**src/rtl/mem_bus_pkg.sv**
```systemverilog
// mem_bus_pkg: shared states, grant encodings and timeout data for the memory bus arbiter
package mem_bus_pkg;
  typedef enum logic [1:0] {
    ARB_IDLE = 2'b00,
    ARB_OWN0 = 2'b01,
    ARB_OWN1 = 2'b10
  } arb_state_t;
  localparam logic [1:0] GNT_NONE = 2'b00;
  localparam logic [1:0] GNT_M0 = 2'b01;
  localparam logic [1:0] GNT_M1 = 2'b10;
  localparam logic [31:0] TIMEOUT_RDATA = 32'hDEAD_BEEF;
endpackage

```
**src/rtl/rr_pick2.sv**
```systemverilog
// rr_pick2: two-way round-robin picker, one-hot winner, ties go to the master other than last
module rr_pick2 (
  input  logic [1:0] req,
  input  logic       last,
  output logic [1:0] win
);
  always_comb begin
    win[0] = req[0] & (~req[1] | last);
    win[1] = req[1] & (~req[0] | ~last);
  end
endmodule

```
**src/rtl/mem_bus_arbiter.sv**
```systemverilog
// mem_bus_arbiter: two-master valid/ready bus arbiter with registered round-robin grant, optional ARB_TIMEOUT_EN watchdog
module mem_bus_arbiter
  import mem_bus_pkg::*;
#(
  parameter int ADDR_W = 32,
  parameter int DATA_W = 32,
  parameter int RESET_PRIO = 0,
  parameter int TIMEOUT_CYCLES = 255
) (
  input  logic                clk,
  input  logic                reset,
  input  logic                m0_valid,
  input  logic [ADDR_W-1:0]   m0_addr,
  input  logic [DATA_W-1:0]   m0_wdata,
  input  logic [DATA_W/8-1:0] m0_wstrb,
  output logic                m0_ready,
  output logic [DATA_W-1:0]   m0_rdata,
  input  logic                m1_valid,
  input  logic [ADDR_W-1:0]   m1_addr,
  input  logic [DATA_W-1:0]   m1_wdata,
  input  logic [DATA_W/8-1:0] m1_wstrb,
  output logic                m1_ready,
  output logic [DATA_W-1:0]   m1_rdata,
  output logic                s_valid,
  output logic [ADDR_W-1:0]   s_addr,
  output logic [DATA_W-1:0]   s_wdata,
  output logic [DATA_W/8-1:0] s_wstrb,
  input  logic                s_ready,
  input  logic [DATA_W-1:0]   s_rdata,
  output logic [1:0]          grant
`ifdef ARB_TIMEOUT_EN
  ,output logic               timeout_err
`endif
);
  arb_state_t state, state_n;
  logic last_srv, pick_last, own0, own1, s_valid_raw, fin, to_hit;
  logic [1:0] win;
  assign own0 = state == ARB_OWN0;
  assign own1 = state == ARB_OWN1;
  assign s_valid_raw = (own0 & m0_valid) | (own1 & m1_valid);
  assign pick_last = own0 ? 1'b0 : own1 ? 1'b1 : last_srv;
  rr_pick2 u_pick (
    .req ({m1_valid, m0_valid}),
    .last(pick_last),
    .win (win)
  );
`ifdef ARB_TIMEOUT_EN
  localparam int CW = $clog2(TIMEOUT_CYCLES + 1);
  logic [CW-1:0] cnt;
  assign to_hit = s_valid_raw & ~s_ready & (cnt == CW'(TIMEOUT_CYCLES - 1));
  always_ff @(posedge clk) begin
    if (reset) begin
      cnt <= '0;
      timeout_err <= 1'b0;
    end else begin
      cnt <= (state != ARB_IDLE && !fin && state_n == state) ? cnt + 1'b1 : '0;
      timeout_err <= timeout_err | to_hit;
    end
  end
`else
  assign to_hit = TIMEOUT_CYCLES < 0;
`endif
  always_comb begin
    s_valid = s_valid_raw & ~to_hit;
    s_addr = own0 ? m0_addr : own1 ? m1_addr : '0;
    s_wdata = own0 ? m0_wdata : own1 ? m1_wdata : '0;
    s_wstrb = own0 ? m0_wstrb : own1 ? m1_wstrb : '0;
    fin = (s_valid & s_ready) | to_hit;
    m0_ready = own0 & fin;
    m1_ready = own1 & fin;
    m0_rdata = !own0 ? '0 : to_hit ? DATA_W'(TIMEOUT_RDATA) : s_rdata;
    m1_rdata = !own1 ? '0 : to_hit ? DATA_W'(TIMEOUT_RDATA) : s_rdata;
    grant = own0 ? GNT_M0 : own1 ? GNT_M1 : GNT_NONE;
    state_n = (state == ARB_IDLE || fin) ? arb_state_t'(win) : s_valid_raw ? state : ARB_IDLE;
  end
  always_ff @(posedge clk) begin
    if (reset) begin
      state <= ARB_IDLE;
      last_srv <= RESET_PRIO == 0;
    end else begin
      state <= state_n;
      last_srv <= fin ? own1 : last_srv;
    end
  end
endmodule

```
**config.mk**
```make
export PLATFORM = sky130hd
export DESIGN_NAME = mem_bus_arbiter
export DESIGN_NICKNAME = d
export VERILOG_FILES = /design/src/rtl/mem_bus_pkg.sv /design/src/rtl/rr_pick2.sv /design/src/rtl/mem_bus_arbiter.sv
export SDC_FILE = /design/constraint.sdc
export NUM_CORES = 1
export LEC_CHECK = 0
export CAP_MARGIN = 20
export CORE_AREA = 5 5 117 119
export CTS_BUF_LIST = sky130_fd_sc_hd__clkbuf_2
export DETAILED_ROUTE_END_ITERATION = 6
export DIE_AREA = 0 0 122 124
export PLACE_DENSITY = 0.55
export SLEW_MARGIN = 25
export SYNTH_ARGS = -nofsm -noshare
export SYNTH_HDL_FRONTEND = slang
export SYNTH_SLANG_ARGS = --single-unit
```
**constraint.sdc**
```tcl
create_clock -name clk -period 1.2 [get_ports clk]
set_input_delay 0.24 -clock clk [delete_from_list [all_inputs] [get_ports clk]]
set_output_delay 0.24 -clock clk [all_outputs]
set_load 0.05 [all_outputs]
```
==> Flow_metrics.wiki, run 1 <==
{| class="wikitable"
! Metric !! Value
|-
| Max-slew violations || 0
|-
| Top cells by instance count after synthesis || 70 x sky130_fd_sc_hd__a22o_1, 64 x sky130_fd_sc_hd__and2_1, 16 x sky130_fd_sc_hd__buf_2
|-
| Number of diodes || 0
|-
| Part of the Yosys area used for sequential elements || between 4 and 5%
|-
| Path category of the worst min-delay check || in2reg
|-
| First-pass detailed-route iteration total || 4
|-
| CTS max path bufs || 2
|-
| Final period utilization || 141%
|-
| Setup crit end kind || output port
|-
| Register-to-Register Path Depth || 5
|-
| Fraction of registers with async set or reset after synthesis || 0%
|-
| Slew at the pin closest to its max-slew limit || about 260 ps
|-
| Port Buffers || 309
|-
| Initial standard-cell utilization of the core || 10.3%
|-
| Fraction of synthesized area in multiplexers || 0%
|-
| Worst clock skew || approximately 13 ps
|-
| Xor and xnor fraction of the mapped netlist area || 0%
|-
| Cell chain of the critical path || and2b_4 -> buf_12 -> clkbuf_16 -> a22o_4 -> buf_12
|-
| HPWL reported at the end of detailed placement || 10300 µm
|-
| DR vias || 2794
|-
| R2R setup slack || -140 ps
|-
| Post-route cell area || ~7300 µm²
|-
| Post-route worst hold slack || about 440 ps
|-
| H-tree depth || 1
|-
| Final net count || 683
|-
| Reg-to-Reg Start || state[1]
|-
| Global route overflow || 0
|-
| Area added between synthesis and finish || 471%
|-
| Number of top-level pins || 310
|-
| Capture endpoint of the worst hold path || last_srv
|-
| Crit path max fanout || 10
|-
| Initial DRC Count || 36
|-
| Initial antenna violation count || 0
|-
| Clock latency reported for the late side of the worst-skew pair || 220 ps
|-
| Achievable Freq || roughly 590 MHz
|-
| Post-synthesis cell count || 175
|-
| Top FF cell, synth || sky130_fd_sc_hd__dfxtp_1
|-
| Clock-pin slew on the worst setup and hold paths || around 60 ps
|-
| Leakage component of the power || 3.13 nW
|-
| Final count of hold timing violations || 0
|-
| Distinct cell type count of the synthesized netlist || 18
|-
| Largest area contributor in the netlist || sky130_fd_sc_hd__a22o_1
|-
| Highest-delay cell along the critical path || sky130_fd_sc_hd__dfxtp_2
|-
| Maxcap violations || 0
|-
| Violated checks || setup timing
|-
| Remaining antenna violation count || 0
|-
| Count of yosys warnings during synthesis || 0
|-
| Maximum number of pins on one net before global-route repair || 48
|-
| Largest family of logic cells by synthesized area || compound AO/OA/AOI/OAI gates
|-
| Wire length of the first global-routing pass || 16700 µm
|-
| Clock sink total || 3
|-
| Setup total negative slack || -61740 ps
|-
| Terminus of the critical flop-to-flop path || last_srv
|-
| Critical Path Most Common Cell || sky130_fd_sc_hd__buf_12
|-
| Number of global-route vias before repair || roughly 2900
|-
| Number of CTS-inserted buffers || 3
|-
| Power, Total || 0.00407 W
|-
| Tightest slew margin relative to the limit || a little over 80%
|-
| Total standard cell area after synthesis || 1280 µm²
|-
| WP depth || 5
|-
| Vias per Instance || 4.10
|-
| Utilization of the core after routing || slightly below 60%
|-
| Final setup violating endpoints || 138
|-
| Die footprint || 15100 µm²
|-
| Layout cells sized above 1 || 64.0%
|-
| Leading post-synthesis cells by cell area || sky130_fd_sc_hd__a22o_1 48%, sky130_fd_sc_hd__and2_1 31%, sky130_fd_sc_hd__buf_2 6.3%
|-
| Category of cells accounting for the largest share of critical-path delay || buffers and inverters
|-
| Number of buffers and inverters on the critical path || 3
|-
| TritonCTS clock tree || done
|-
| Critical path launch point type || register
|-
| Post-Route WL || 14000 µm
|-
| Clock root buffer || sky130_fd_sc_hd__clkbuf_2
|-
| Final weighted congestion in routability-driven placement || about 0.78
|-
| Peak VDD IR || 329 µV
|-
| Result of the run || finished, violations left
|-
| Count leader, synth || sky130_fd_sc_hd__a22o_1
|-
| Arr. time, crit path || 1460 ps
|-
| Area after DPL || 6490 µm²
|-
| Adder-cell share of the synthesized area || 0%
|-
| P per Cell Area || 557 nW/µm²
|-
| Number of synthesized register bits || 3
|-
| Shortest clock period the worst path allows after layout || ~1700 ps
|-
| Number of remaining DRC errors || 0
|-
| Number of enable-type register cells in the synthesized netlist || 0
|-
| Depth of the worst hold-timing path || 3
|-
| Chip Width || roughly 120 µm
|-
| Standard-cell rows || 41
|-
| Compound-gate portion of the synthesized area || about half
|-
| Average instance area after synthesis || between 7 and 8 µm²
|-
| Share of synthesized cell area in and, or, nand and nor gates || 35.6%
|-
| Setup repair after global routing missed its margin || true
|-
| Nets in the synthesized netlist || 348
|-
| Worst path setup slack after routing || -496 ps
|-
| Area inside the core boundary || 12500 µm²
|-
| Hold wc startpoint || m0_valid
|-
| Post-synth top area share || 47.9%
|-
| Post-detailed-route wirelength per cell || 20.5 µm
|-
| Required time of the critical path || ~960 ps
|-
| Total of hold buffers inserted after clock tree synthesis || 0
|-
| Max incr delay on CP || 330 ps
|-
| Overall Global Routing Usage || 14.2%
|-
| Vertical extent of the die || between 100 and 150 µm
|-
| Critical path class || reg2out
|}
==> metrics by stage <==
step | setup WS (ps) | cells
CTS | -503 | 657
floorplan | -237 | 175
detailed placement | -267 | 645
global route | -551 | 681
global placement | -237 | 645
finish | -496 | 681
==> tightest hold or removal path, cell delays in order <==
cell                             delay (ps)
sky130_fd_sc_hd__dlymetal6s2s_1         180
sky130_fd_sc_hd__nand3_4                100
sky130_fd_sc_hd__a211o_1                110
==> placed cells by master (no fill, tap or decap) <==
master,instances
sky130_fd_sc_hd__buf_16,3
sky130_fd_sc_hd__a221oi_2,1
sky130_fd_sc_hd__buf_12,144
sky130_fd_sc_hd__dfxtp_2,2
sky130_fd_sc_hd__nand2_1,3
sky130_fd_sc_hd__clkbuf_16,11
sky130_fd_sc_hd__a22o_1,1
sky130_fd_sc_hd__and2_2,17
sky130_fd_sc_hd__clkinvlp_4,1
sky130_fd_sc_hd__dfxtp_1,1
sky130_fd_sc_hd__a22o_2,9
sky130_fd_sc_hd__nor2_1,1
sky130_fd_sc_hd__a221oi_1,1
sky130_fd_sc_hd__nor2b_4,1
sky130_fd_sc_hd__dlymetal6s2s_1,1
sky130_fd_sc_hd__nand3_4,1
sky130_fd_sc_hd__a22o_4,60
sky130_fd_sc_hd__clkbuf_2,4
sky130_fd_sc_hd__buf_8,3
sky130_fd_sc_hd__buf_4,10
sky130_fd_sc_hd__buf_6,10
sky130_fd_sc_hd__dlygate4sd2_1,1
sky130_fd_sc_hd__and2b_4,1
sky130_fd_sc_hd__and2_4,47
sky130_fd_sc_hd__o31ai_1,1
sky130_fd_sc_hd__nand2b_1,2
sky130_fd_sc_hd__and3_4,1
sky130_fd_sc_hd__a211o_1,1
sky130_fd_sc_hd__clkdlybuf4s50_1,170
==> where the power goes <==
part           total, W  internal, W  switching, W
logic           0.00381      0.00211       0.00170
clock network  0.000150    0.0000881     0.0000615
registers      0.000111     0.000106    0.00000497
total           0.00407      0.00230       0.00177
==> per-layer routing <==
layer	GRT usage (%)	vias to the layer above	wire [µm]
li1	-	1338	-
met1	13.8	1276	4750
met2	29.4	174	7920
met3	4.77	6	1260
met4	1.47	0	51
met5	0	-	0
==> cell families (layout without fill, tap and decap cells) <==
kind of cell    Yosys count  count (layout)
buf+inv                  24             358
compound gates           74              74
simple gates             74              74
flops                     3               3
==> sequential cells by signal, summed over array words and instances, names as in the netlist <==
| name | count |
|---|---|
| state | 2 |
| last_srv | 1 |
==> worst max-delay path by stage <==
stage                  start           to  slack [ps]
global route        state[1]  s_wdata[16]        -550
finish              state[1]  s_wdata[31]        -500
CTS                 state[1]  s_wdata[16]        -500
detailed placement  state[1]    s_addr[4]        -270
global placement    state[1]  s_wdata[23]        -240
floorplan           state[1]  s_wdata[15]        -240
==> what timing repair did <==
action                     in CTS  in global routing
buffers inserted                5                  7
setup endpoints to repair     139                140
resized for setup              19                 36
pin swaps                       1                 28
gates cloned                    3                 18
hold endpoints to repair        0                  0
==> cell type report <==
cell class	instances	area, µm²
timing repair buffer	353	5200
clock buffer	4	20.0
fill	1021	5150
tap	172	215
sequential	3	62.6
inverter	1	7.51
multi-input combinational	148	1810
(Power assumes the default switching activity.)
==> run 2, diff against run 1 <==
ABC_AREA = 1   (was default)
CORE_AREA = 5 5 116 118   (was 5 5 117 119)
DIE_AREA = 0 0 121 123   (was 0 0 122 124)
==> run 2 against run 1 <==
Compared with the run above: clock power down 5%; non-clock buffer count shrank 6; combinational power rose by 9.4%; total power rose by 8.8%; critical endpoint is now s_addr[11]; the flow still finishes with violations (setup timing); flip-flop and latch count did not move; fmax is 4.5% higher; cell count increased by 6.2%; hold slack gained 68 ps; largest power group unchanged; clock-buffer cell count is the same; critical path depth increased by 1.
==> Flow_metrics.wiki, run 2 <==
{| class="wikitable"
! Metric !! Value
|-
| Result of the run || finished, violations left
|-
| Violated checks || setup timing
|-
| Top cells by instance count after synthesis || 68 x sky130_fd_sc_hd__a22o_1, 65 x sky130_fd_sc_hd__nor2_1, 39 x sky130_fd_sc_hd__inv_1
|-
| Terminus of the critical flop-to-flop path || state[0]
|-
| Number of CTS-inserted buffers || 3
|-
| Port Buffers || 309
|-
| Number of diodes || 0
|-
| Largest family of logic cells by synthesized area || compound AO/OA/AOI/OAI gates
|-
| Number of synthesized register bits || 3
|-
| Register with the most flip-flops || state
|-
| TritonCTS clock tree || done
|-
| Maxcap violations || 0
|-
| Largest area contributor in the netlist || sky130_fd_sc_hd__a22o_1
|-
| Clock root buffer || sky130_fd_sc_hd__clkbuf_2
|-
| Count leader, synth || sky130_fd_sc_hd__a22o_1
|-
| Fraction of registers with async set or reset after synthesis || 0%
|-
| Largest registers ranked by flip-flop count || state: 2 flops, last_srv: 1 flops
|-
| Number of global-route vias before repair || 3235
|-
| Slew at the pin closest to its max-slew limit || 254 ps
|-
| Vertical extent of the die || between 100 and 150 µm
|-
| First-pass detailed-route iteration total || 4
|-
| Utilization of the core after routing || about three fifths
|-
| Required time of the critical path || about 960 ps
|-
| Worst clock skew || 0.824 ps
|-
| CTS max path bufs || 2
|-
| R2R setup slack || -160 ps
|-
| Share of synthesized cell area in and, or, nand and nor gates || 26.8%
|-
| Place WS || -368 ps
|-
| Hold wc startpoint || last_srv
|-
| Register-to-Register Path Depth || 10
|-
| Most frequent cells in the layout || 170 x sky130_fd_sc_hd__clkdlybuf4s50_1, 150 x sky130_fd_sc_hd__buf_12, 68 x sky130_fd_sc_hd__a22o_4
|-
| Filler-free cell count of the finished design || 723
|-
| Initial standard-cell utilization of the core || between 10% and 20%
|-
| Reg-to-Reg Start || state[0]
|-
| Critical path launch point type || register
|-
| Remaining antenna violation count || 0
|-
| Post-detailed-route wirelength per cell || 19.6 µm
|-
| Part of the Yosys area used for sequential elements || 4.72%
|-
| Chip Width || 121 µm
|-
| Number of top-level pins || 310
|-
| Switching power share of the total || 46.6%
|-
| Shortest clock period the worst path allows after layout || 1620 ps
|-
| DR vias || approximately 3000
|-
| Final net count || between 700 and 800
|-
| Xor and xnor fraction of the mapped netlist area || 0%
|-
| Layout cells sized above 1 || 59.3%
|-
| Initial antenna violation count || 0
|-
| Number of enable-type register cells in the synthesized netlist || 0
|-
| Global route overflow || 0
|-
| Number of remaining DRC errors || 0
|-
| Standard-cell rows || 41
|-
| Fraction of synthesized area in multiplexers || 0%
|-
| Combinational fraction of design power || approximately 94%
|-
| Final count of hold timing violations || 0
|-
| Clock latency reported for the late side of the worst-skew pair || 210 ps
|-
| Total standard cell area after synthesis || roughly 1300 µm²
|-
| Top FF cell, synth || sky130_fd_sc_hd__dfxtp_1
|-
| Initial DRC Count || 65
|-
| Post-synth top area share || 46.9%
|-
| Leading post-synthesis cells by cell area || sky130_fd_sc_hd__a22o_1 47%, sky130_fd_sc_hd__nor2_1 19%, sky130_fd_sc_hd__inv_1 12%
|-
| Area inside the core boundary || approximately 12000 µm²
|-
| HPWL reported at the end of detailed placement || 12300 µm
|-
| Power, Total || 0.00443 W
|-
| Die footprint || 14900 µm²
|-
| Depth of the worst hold-timing path || 2
|-
| Distinct cell type count of the synthesized netlist || 16
|-
| Crit path max fanout || 16
|-
| Internal Pwr Total || 0.00237 W
|-
| Post-synthesis cell count || about 220
|-
| Commonest non-fill, non-tap cell in the layout || sky130_fd_sc_hd__clkdlybuf4s50_1
|-
| Path category of the worst min-delay check || reg2reg
|-
| Worst path setup slack after routing || -423 ps
|-
| Area added between synthesis and finish || 499%
|-
| Arr. time, crit path || 1380 ps
|-
| Compound-gate portion of the synthesized area || between 40% and 50%
|-
| Maximum number of pins on one net before global-route repair || 21
|-
| Critical path class || reg2out
|-
| Clock Power Share || approximately 3.2%
|-
| Number of flip-flops in the largest register || 2
|-
| Net Sw Power || 0.00206 W
|-
| Adder-cell share of the synthesized area || 0%
|-
| Setup repair after global routing missed its margin || true
|-
| P per Cell Area || 582 nW/µm²
|-
| Final weighted congestion in routability-driven placement || 0.768
|-
| Post-Route WL || 14100 µm
|-
| Setup crit end kind || output port
|-
| Nets in the synthesized netlist || 394
|-
| Number of cells in the design after placement || just over 700
|-
| Setup total negative slack || -49080 ps
|-
| Capture endpoint of the worst hold path || last_srv
|-
| Max-slew violations || 0
|-
| Wire length of the first global-routing pass || 19700 µm
|-
| Final period utilization || 135%
|-
| Leakage component of the power || 3.23 nW
|-
| Peak VDD IR || about 310 µV
|-
| Clock-pin slew on the worst setup and hold paths || 40 ps
|-
| Final setup violating endpoints || 139
|-
| Count of yosys warnings during synthesis || 0
|-
| Clock sink total || 3
|-
| Achievable Freq || roughly 620 MHz
|-
| Reg power frac || 2.6%
|-
| Average instance area after synthesis || 5.75 µm²
|-
| Overall Global Routing Usage || 17.2%
|-
| Tightest slew margin relative to the limit || 83.0%
|-
| Vias per Instance || 4.18
|-
| H-tree depth || 1
|}
-- run 2: cell types whose count changed in the layout (fill, tap and decap cells not counted), sizes merged, moves of 3 or more --
| cell | previous run | this run |
|---|---|---|
| and2 | 64 | 0 |
| nor2 | 1 | 65 |
| inv | 0 | 40 |
| nand2 | 3 | 13 |
| clkbuf | 15 | 7 |
| nand3 | 1 | 5 |
| a21oi | 0 | 3 |
-- run 2: worst max-delay path by stage --
stage / from / to / slack [ps] / depth (start not counted)
after floorplan: state[0] / s_addr[10] / -190 / 5
after CTS: state[0] / s_wdata[16] / -440 / 6
after global placement: m0_valid / m0_ready / -370 / 6
after global routing: state[0] / m0_rdata[8] / -460 / 6
final: state[0] / s_addr[11] / -420 / 6
after detailed placement: m0_valid / m0_ready / -370 / 6
-- run 2: worst max-delay path, stage by stage, from the launching register on --
cell and delay (ps):
sky130_fd_sc_hd__dfxtp_2 320, sky130_fd_sc_hd__buf_4 130, sky130_fd_sc_hd__nand2_4 80, sky130_fd_sc_hd__inv_8 70, sky130_fd_sc_hd__buf_12 160, sky130_fd_sc_hd__a22o_4 240, sky130_fd_sc_hd__buf_12 150
-- run 2: metal layers --
layer	GRT usage, %	wire length, µm
met3	4.85	1350
met1	19.3	4960
met5	0	0
met4	2.90	187
met2	32.8	7650
-- run 2: kinds of logic after synthesis --
| kind of cell | Yosys count |
|---|---|
| DFF | 3 |
| AOI/OAI and AO/OA | 71 |
| buffers and inverters | 62 |
| and+or+nand+nor | 85 |
-- run 2: repair_timing --
| item | 4_1_cts | 5_1_grt |
|---|---|---|
| endpoints found under the hold margin | 0 | 0 |
| buffers inserted | 3 | 2 |
| gates cloned | 4 | 3 |
| pin swaps | 6 | 5 |
| setup endpoints to repair | 140 | 140 |
| hold buffers | 0 | 0 |
| gates resized for setup | 28 | 9 |
-- run 2: stage by stage --
step                instance area (µm²)  hold WS [ps]
detailed placement                 7310           497
global route                       7610           532
finish                             7610           509
global placement                   7310           484
CTS                                7550           509
floorplan                          2410           302
-- run 2: area by class of cell --
cell class	instances	area (µm²)
repair buffers	347	5060
fillers	952	4750
multi-input cells	156	2080
well taps	172	215
inverters	41	173
flip-flops and latches	3	62.6
clock buffers	4	20.0
-- run 2: power groups by stage --
stage               logic, W  registers (W)  clock network, W
finish               0.00417       0.000115          0.000143
global route         0.00432       0.000116          0.000146
CTS                  0.00418       0.000115          0.000145
global placement     0.00402       0.000115                 0
floorplan            0.00188       0.000116                 0
detailed placement   0.00405       0.000116                 0
